`config.mk`:
```
export PLATFORM = sky130hd
export DESIGN_NAME = des_rr_sched_flat
export DESIGN_NICKNAME = d
export VERILOG_FILES = /design/src/rtl/des_rr_sched_if.sv /design/src/rtl/des_rr_sched.sv /design/src/flat_wrapper.sv
export SDC_FILE = /design/constraint.sdc
export NUM_CORES = 1
export LEC_CHECK = 0
export CORE_MARGIN = 1.5
export CORE_UTILIZATION = 45
export CTS_BUF_LIST = sky130_fd_sc_hd__clkbuf_4 sky130_fd_sc_hd__clkbuf_8
export CTS_CLUSTER_DIAMETER = 200
export CTS_CLUSTER_SIZE = 10
export DETAILED_ROUTE_END_ITERATION = 10
export HOLD_SLACK_MARGIN = 0.06
export PLACE_DENSITY = 0.84
export SYNTH_ARGS = -nofsm -noshare
export SYNTH_HDL_FRONTEND = slang
export SYNTH_SLANG_ARGS = --single-unit
export TNS_END_PERCENT = 100
```
`constraint.sdc`:
```
create_clock -name clk -period 2.1 [get_ports clk]
set_clock_uncertainty 0.15 [all_clocks]
set_input_delay 0.42 -clock clk [delete_from_list [all_inputs] [get_ports clk]]
set_output_delay 0.42 -clock clk [all_outputs]
set_load 0.02 [all_outputs]
```
`src/rtl/des_rr_sched_if.sv`:
```
// Requester/consumer bundle for the round-robin evaluate scheduler.
// The master side drives requests and operands; the slave side is the scheduler.
interface des_rr_sched_if #(
    parameter int N   = 4,
    parameter int IDW = 2
);
    logic           en;
    logic [N-1:0]   req;
    logic [N-1:0]   a;
    logic [N-1:0]   b;
    logic [N-1:0]   c;
    logic [N-1:0]   gnt;
    logic [N-1:0]   ack;
    logic           busy;
    logic           f;
    logic           f_valid;
    logic [IDW-1:0] f_id;

    modport master (
        output en, req, a, b, c,
        input  gnt, ack, busy, f, f_valid, f_id
    );

    modport slave (
        input  en, req, a, b, c,
        output gnt, ack, busy, f, f_valid, f_id
    );
endinterface

```
`src/rtl/des_rr_sched.sv`:
```
// Round-robin scheduler sharing one single-bit XOR/OR evaluate datapath among
// N requesters; results come back as a one-cycle pulse tagged with the lane.
module des_rr_sched #(
    parameter int N           = 4,
    parameter int IDW         = 2,
    parameter int EVAL_CYCLES = 2
) (
    input  logic          clk,
    input  logic          rst,
    des_rr_sched_if.slave bus
);
    localparam int CW = $clog2(EVAL_CYCLES + 1);

    typedef enum logic [1:0] {
        IDLE  = 2'd0,
        GRANT = 2'd1,
        EVAL  = 2'd2,
        DONE  = 2'd3
    } state_t;

    state_t         state_q, state_d;
    logic [IDW-1:0] sel_q, sel_d;
    logic [IDW-1:0] ptr_q, ptr_d;
    logic [CW-1:0]  cnt_q, cnt_d;
    logic           acc_q, acc_d;
    logic           bc_q, bc_d;
    logic           cc_q, cc_d;
    logic           f_q, f_d;
    logic [IDW-1:0] f_id_q, f_id_d;

    logic [IDW-1:0] pick;
    logic [IDW:0]   scan;
    logic [N-1:0]   sel_oh;
    logic           acc_step;

    generate
        for (genvar gi = 0; gi < N; gi++) begin : g_sel_oh
            assign sel_oh[gi] = (sel_q == IDW'(gi));
        end
    endgenerate

    // Scan offsets from far to near so the lane closest above ptr wins.
    always_comb begin
        pick = ptr_q;
        scan = '0;
        for (int i = N - 1; i >= 0; i--) begin
            scan = {1'b0, ptr_q} + (IDW + 1)'(i);
            if (scan >= (IDW + 1)'(N)) begin
                scan = scan - (IDW + 1)'(N);
            end
            if (bus.req[scan[IDW-1:0]]) begin
                pick = scan[IDW-1:0];
            end
        end
    end

    assign acc_step = acc_q ^ (bc_q | cc_q);

    always_comb begin
        state_d = state_q;
        sel_d   = sel_q;
        ptr_d   = ptr_q;
        cnt_d   = cnt_q;
        acc_d   = acc_q;
        bc_d    = bc_q;
        cc_d    = cc_q;
        f_d     = f_q;
        f_id_d  = f_id_q;
        if (bus.en) begin
            case (state_q)
                IDLE: begin
                    if (|bus.req) begin
                        sel_d   = pick;
                        state_d = GRANT;
                    end
                end
                GRANT: begin
                    // a only feeds the initial value, so only b and c are kept.
                    bc_d    = bus.b[sel_q];
                    cc_d    = bus.c[sel_q];
                    acc_d   = (bus.a[sel_q] ^ bus.b[sel_q]) | (bus.c[sel_q] ^ bus.a[sel_q]);
                    cnt_d   = '0;
                    state_d = EVAL;
                end
                EVAL: begin
                    acc_d = acc_step;
                    if (cnt_q == CW'(EVAL_CYCLES - 1)) begin
                        // Result lands on entry to DONE so f is valid with f_valid.
                        cnt_d   = '0;
                        f_d     = acc_step;
                        f_id_d  = sel_q;
                        state_d = DONE;
                    end else begin
                        cnt_d = cnt_q + CW'(1);
                    end
                end
                DONE: begin
                    ptr_d   = (sel_q == IDW'(N - 1)) ? '0 : sel_q + IDW'(1);
                    state_d = IDLE;
                end
                default: state_d = IDLE;
            endcase
        end
    end

    always_ff @(posedge clk) begin
        if (!rst) begin
            state_q <= IDLE;
            sel_q   <= '0;
            ptr_q   <= '0;
            cnt_q   <= '0;
            acc_q   <= 1'b0;
            bc_q    <= 1'b0;
            cc_q    <= 1'b0;
            f_q     <= 1'b0;
            f_id_q  <= '0;
        end else begin
            state_q <= state_d;
            sel_q   <= sel_d;
            ptr_q   <= ptr_d;
            cnt_q   <= cnt_d;
            acc_q   <= acc_d;
            bc_q    <= bc_d;
            cc_q    <= cc_d;
            f_q     <= f_d;
            f_id_q  <= f_id_d;
        end
    end

    assign bus.gnt     = (state_q == GRANT || state_q == EVAL) ? sel_oh : '0;
    assign bus.ack     = (state_q == DONE && bus.en) ? sel_oh : '0;
    assign bus.f_valid = (state_q == DONE) && bus.en;
    assign bus.busy    = (state_q != IDLE);
    assign bus.f       = f_q;
    assign bus.f_id    = f_id_q;
endmodule
```
`src/flat_wrapper.sv`:
```
// flat-port wrapper written by rule: the top's interface ports become plain ports
module des_rr_sched_flat 
#(
    parameter int N           = 4,
    parameter int IDW         = 2,
    parameter int EVAL_CYCLES = 2
)
  (clk, rst, bus_en, bus_req, bus_a, bus_b, bus_c, bus_gnt, bus_ack, bus_busy, bus_f, bus_f_valid, bus_f_id);
  des_rr_sched_if #(.N(N), .IDW(IDW)) bus_i ();
  input  logic clk;
  input  logic rst;
  input wire logic [$bits(bus_i.en)-1:0] bus_en;
  input wire logic [$bits(bus_i.req)-1:0] bus_req;
  input wire logic [$bits(bus_i.a)-1:0] bus_a;
  input wire logic [$bits(bus_i.b)-1:0] bus_b;
  input wire logic [$bits(bus_i.c)-1:0] bus_c;
  output wire logic [$bits(bus_i.gnt)-1:0] bus_gnt;
  output wire logic [$bits(bus_i.ack)-1:0] bus_ack;
  output wire logic [$bits(bus_i.busy)-1:0] bus_busy;
  output wire logic [$bits(bus_i.f)-1:0] bus_f;
  output wire logic [$bits(bus_i.f_valid)-1:0] bus_f_valid;
  output wire logic [$bits(bus_i.f_id)-1:0] bus_f_id;
  assign bus_i.en = bus_en;
  assign bus_i.req = bus_req;
  assign bus_i.a = bus_a;
  assign bus_i.b = bus_b;
  assign bus_i.c = bus_c;
  assign bus_gnt = bus_i.gnt;
  assign bus_ack = bus_i.ack;
  assign bus_busy = bus_i.busy;
  assign bus_f = bus_i.f;
  assign bus_f_valid = bus_i.f_valid;
  assign bus_f_id = bus_i.f_id;
  des_rr_sched #(.N(N), .IDW(IDW), .EVAL_CYCLES(EVAL_CYCLES)) u_core (.clk(clk), .rst(rst), .bus(bus_i));
endmodule
```
After elaboration in Yosys (flattened, before gate mapping)
Cells that the tools add are included.

operators by class
  magnitude comparators = 9
  reductions and logical operators = 13
  mux-type cells = 31
  add/subtract/negate cells = 9
  equal/unequal tests = 9
  bitwise operators = 5

operators with widths
  operator             count
  $mux 2               12
  $lt 2x3->1 const B   5
  $bmux 1 s2           7
  $ge 3x3->1 const B   3
  $reduce_and 3->1     3
  $eq 2x2->1 const B   4
  $mux 4               2
  $pmux 2 s4           1
  $sub 2x1->2 const B  4
  $mux 1               7
  $add 2x2->3 const B  2
  $eq 2x1->1 const B   3
  $reduce_and 2->1     3
  $add 2x1->2 const B  2
  $logic_not 2->1      2
  $ne 2x1->1 const B   2
  $pmux 2 s2           1
  $reduce_bool 2->1    2
  $reduce_or 4->1      1
  $add 2x1->3 const B  1
  $ge 2x3->1 const B   1
  $xor 1x1->1          3
  $or 1x1->1           2
  $pmux 1 s2           1
  other kinds (2)      2

word-level totals
  word-level logic and storage cells = 85
  input bits = 19
  register bits after elaboration = 14
  output and inout port bits = 13

Logic depth before layout (Yosys ltp)
  depth after elaboration = 9
  mapped depth = 6
  gate-level depth less buffers = 6

Worst setup path after synthesis
No wires, ideal clock.

  path type = flip-flop to flip-flop
  from = reg u_core.sel_q[0]
  to = reg u_core.acc_q
  library setup time = 0.114 ns
  path slack = 0.439 ns
  cell stages (with the launch flop) = 5
  period minus slack after synthesis = 1.661 ns
  arrival = 1.397 ns
  data required time = 1.836 ns
  path buffers = 0
  cell sequence = dfxtp_1 -> mux4_2 -> nor3_1 -> o21ai_1 -> and2b_1

between the ends
  longest elaborated chain between the ends = 5
  elaborated cells between the ends (all ways) = 10
  those cells by class = mux (7); bitwise (3)

RTL lines
  element                       line                 RTL
  start: declaration            des_rr_sched.sv:22   logic [IDW-1:0] sel_q, sel_d;
  start signal: assignment      des_rr_sched.sv:119  sel_q <= sel_d;
  $bmux 1 s2                    des_rr_sched.sv:81   acc_d = (bus.a[sel_q] ^ bus.b[sel_q]) | (bus.c[sel_q] ^ bus.a[sel_q]);
  $mux 1 (not written as such)  des_rr_sched.sv:81
  $xor 1x1->1                   des_rr_sched.sv:81
  $or 1x1->1 *                  des_rr_sched.sv:81
  $pmux 1 s2 *                  des_rr_sched.sv:70   case (state_q)
  end signal: assignment        des_rr_sched.sv:112  acc_q <= 1'b0;
  end signal: assignment        des_rr_sched.sv:122  acc_q <= acc_d;
  end: declaration              des_rr_sched.sv:25   logic acc_q, acc_d;

Mark *: on every way between the ends. The rest lies on a longest branch, timed or not. The select of a mux whose other input is x is not followed.
A chain may end at the register's enable or synchronous reset.

Worst setup path in the final report
  from = reg u_core.state_q[1]
  to = out bus_ack[3]

between the ends
  longest elaborated chain between the ends = 3

RTL lines
  element                   line                 RTL
  start: declaration        des_rr_sched.sv:21   state_t state_q, state_d;
  start signal: assignment  des_rr_sched.sv:118  state_q <= state_d;
  $eq 2x2->1                des_rr_sched.sv:131  assign bus.ack = (state_q == DONE && bus.en) ? sel_oh : '0;
  $logic_and 1x1->1         des_rr_sched.sv:131
  $mux 4                    des_rr_sched.sv:131
  end: declaration          flat_wrapper.sv:18   output wire logic [$bits(bus_i.ack)-1:0] bus_ack;

No other way between the ends.

==> metrics.md <==
| Metric | Value |
|---|---|
| Routed wire length | `2600 um` |
| Pleak | `0.606 nW` |
| Max-cap violation count | `0` |
| Required @ worst endpoint | `1.53 ns` |
| Power Density | `495 mW/mm2` |
| Area growth from synthesis to layout | `53.5%` |
| Clk pin slew, worst setup/hold paths | `0.09 ns` |
| Critical path class | `reg2out` |
| Max IR drop VDD | `441 uV` |
| Unrepaired setup endpoints after global routing | `false` |
| Avg Cell Area, Syn | `8.59 um2` |
| Hold WC Path Type | `reg2reg` |
| Initial DRC count | `7` |
| Slew headroom | `74.7%` |
| Max clock buf depth | `2` |
| Endpoints failing setup | `0` |
| GPL Wtd Cong | `0.814` |
| Vias in the first global route | `882` |
| Startpoint class of the critical path | `register` |
| Crit-path max FO | `5` |
| TritonCTS Buffers | `3` |
| Avg Vias per Cell | `5.18` |
| Sequential power share | `42.1%` |
| Gr usage total | `24.8%` |
| Register area share after synthesis | `31.1%` |
| Postcts setup bufs | `0` |
| DRC | `0` |
| Fmax | `498 MHz` |
| I/O Pins | `32` |
| Post-route clock period utilization | `95.5%` |
| Commonest non-fill, non-tap cell in the layout | `clkdlybuf4s50_1` |
| Setup crit end kind | `output port` |
| Psw | `0.209 mW` |
| Share of cells above drive strength 1 | `22.6%` |
| Crit path buffers/inverters | `2` |
| CP arrival | `1.44 ns` |
| Synthesized cell area | `902 um2` |
| Final Hold Viols | `0` |
| Clock power share | `22.3%` |
| Mapped Cells | `105` |
| Netlist cell types | `31` |
| Setup TNS | `0 ns` |
| DR pass1 iterations | `3` |
| Final Max Tran Viols | `0` |
| Final HPWL DP | `2080 um` |
| Int Power | `0.476 mW` |
| CP peak stage delay | `0.34 ns` |
| Logic pwr share | `35.6%` |
| Filler instances | `156` |
| First-pass GRT wire length | `3870 um` |
| Sink Count | `14` |
| Switching share of power | `30.5%` |
| Slew @ Worst Pin | `0.380 ns` |
| H-tree levels | `1` |
| CORE AREA | `0.00192 mm2` |
| Port bufs | `31` |
| Routed wire per std cell | `14.3 um` |
| CTS tree | `built` |
| Crit path cell chain | `buf_4 > ha_2 > and3_1 > dlygate4sd2_1` |
| Die Y | `47.8 um` |
| Leading cell types in the layout, fill and taps excluded | `20 x clkdlybuf4s50_1, 18 x buf_4, 13 x dfxtp_1` |
| Nets@finish | `184` |
| Die ar. | `0.00228 mm2` |
| Ys Warns | `0` |
| Post-route ant nets | `0` |
| Clock Latency Late Sink | `0.28 ns` |
| Syn nets | `132` |
| FP Rows | `16` |
| Root Buffer | `clkbuf_4` |
| Final worst slack | `0.0937 ns` |
| Largest net degree at the start of global routing | `12` |
| Grt ovf | `0` |
| Fin crit period | `2.01 ns` |
| CP max-delay cell | `dfxtp_1` |
| Antenna cells | `0` |
| Die width | `47.8 um` |
| Pre-CTS setup slack | `-0.345 ns` |
| Vias after detailed routing | `943` |
| Total power | `0.685 mW` |
| Run status | `finished clean` |
| Initial core utilization | `46.9%` |
| Largest delay contributor family on the critical path | `buffers and inverters` |
| Seq cells post-synth | `14` |
| Antenna violations before repair | `0` |
[final timing paths]
kind                            depth (start not counted)  slack, ns                      startpoint                            to
worst min register to register                          2       0.30    u_core.cnt_q[1]$_SDFFE_PN0P_  u_core.cnt_q[1]$_SDFFE_PN0P_
worst max-delay path                                    4       0.09  u_core.state_q[1]$_SDFFE_PN0P_                    bus_ack[3]
worst min-delay path                                    2       0.30    u_core.cnt_q[1]$_SDFFE_PN0P_  u_core.cnt_q[1]$_SDFFE_PN0P_
worst max register to register                          5       0.30    u_core.sel_q[0]$_SDFFE_PN0P_     u_core.acc_q$_SDFFE_PN0P_
[power groups by stage]
stage / clock [mW] / sequential [mW] / combinational, mW
final: 0.153 / 0.289 / 0.244
after detailed placement: 0 / 0.295 / 0.241
after floorplan: 0 / 0.297 / 0.114
after global placement: 0 / 0.294 / 0.232
after global routing: 0.169 / 0.291 / 0.267
after CTS: 0.157 / 0.288 / 0.237
[repair_timing]
item / 4_1_cts / 5_1_grt
cloned: 0 / 0
endpoints found under the setup margin: 10 / 9
resized for setup: 18 / 11
hold buffers: 0 / 0
[state kept, by name, indices dropped and copies added, names as in the netlist]
| name | count |
|---|---|
| u_core.cc_q | 1 |
| u_core.state_q | 2 |
| u_core.bus.f_id | 2 |
| u_core.acc_q | 1 |
| u_core.cnt_q | 2 |
| u_core.bus.f | 1 |
| u_core.bc_q | 1 |
| u_core.ptr_q | 2 |
| u_core.sel_q | 2 |
[kinds of logic after synthesis]
| logic type | count (synthesis) | synth area share (%) |
|---|---|---|
| flip-flops | 14 | 31.1 |
| AO/OA/AOI/OAI | 20 | 14.4 |
| AND/OR/NAND/NOR | 45 | 27.0 |
| buffers and inverters | 11 | 4.58 |
| multiplexers | 6 | 10.8 |
| XOR/XNOR | 1 | 0.971 |
| adder cells (fa/ha/maj) | 8 | 11.1 |
[area by class of cell]
class	count	area (um2)	area share [%]
multi-input combinational	80	596	43.0
tap	27	33.8	2.44
inverter	9	33.8	2.44
timing repair buffer	49	418	30.2
clock buffer	3	22.5	1.63
sequential	14	282	20.3
[per-stage QoR]
stage | hold WS, ns | area, um2 | utilization (%) | cells
6_report | 0.304 | 1390 | 72.1 | 182
3_5_place_dp | 0.282 | 1370 | 71.5 | 179
2_1_floorplan | 0.265 | 902 | - | 105
4_1_cts | 0.295 | 1390 | 72.5 | 182
3_3_place_gp | 0.275 | 1370 | 71.5 | 179
5_1_grt | 0.322 | 1390 | 72.1 | 182
[per-layer routing]
metal  GRT usage [%]  share of wire (%)  wire length, um
met5               0                  0                0
met2            46.7                 52             1340
met4            6.49               0.92               24
met3            6.04                5.7              147
met1            27.3                 42             1080
[cells in the mapped netlist]
cell type | n | share of area [%]
and2b_1 | 1 | 0.83
nand3_1 | 3 | 1.7
nor3_1 | 4 | 2.2
nor2b_1 | 5 | 3.5
nand2b_1 | 3 | 2.1
o21ai_1 | 1 | 0.55
a211oi_1 | 1 | 0.83
mux2i_1 | 3 | 3.3
inv_1 | 9 | 3.7
o21ai_0 | 2 | 1.1
a21o_1 | 1 | 0.83
nand2_1 | 10 | 4.2
or2_2 | 1 | 0.69
o22ai_1 | 1 | 0.69
o311a_1 | 1 | 1.1
mux4_2 | 3 | 7.5
and3_1 | 5 | 3.5
a21oi_1 | 7 | 3.9
nand4b_1 | 1 | 0.97
a221oi_1 | 1 | 0.97
o2111ai_1 | 1 | 0.97
nor2_1 | 4 | 1.7
and2_1 | 6 | 4.2
xnor2_1 | 1 | 0.97
or3b_2 | 1 | 0.97
a21boi_0 | 3 | 2.5
clkbuf_1 | 2 | 0.83
o221ai_1 | 1 | 0.97
nor4_1 | 1 | 0.69
ha_1 | 8 | 11
dfxtp_1 | 14 | 31
[worst reg2reg max path, cell delays in order (launching register included)]
cell and delay, ns:
dfxtp_2 0.37, buf_4 0.15, mux4_2 0.55, nor3_1 0.25
o21ai_1 0.08, and2b_1 0.15
(Power assumes the default switching activity.)
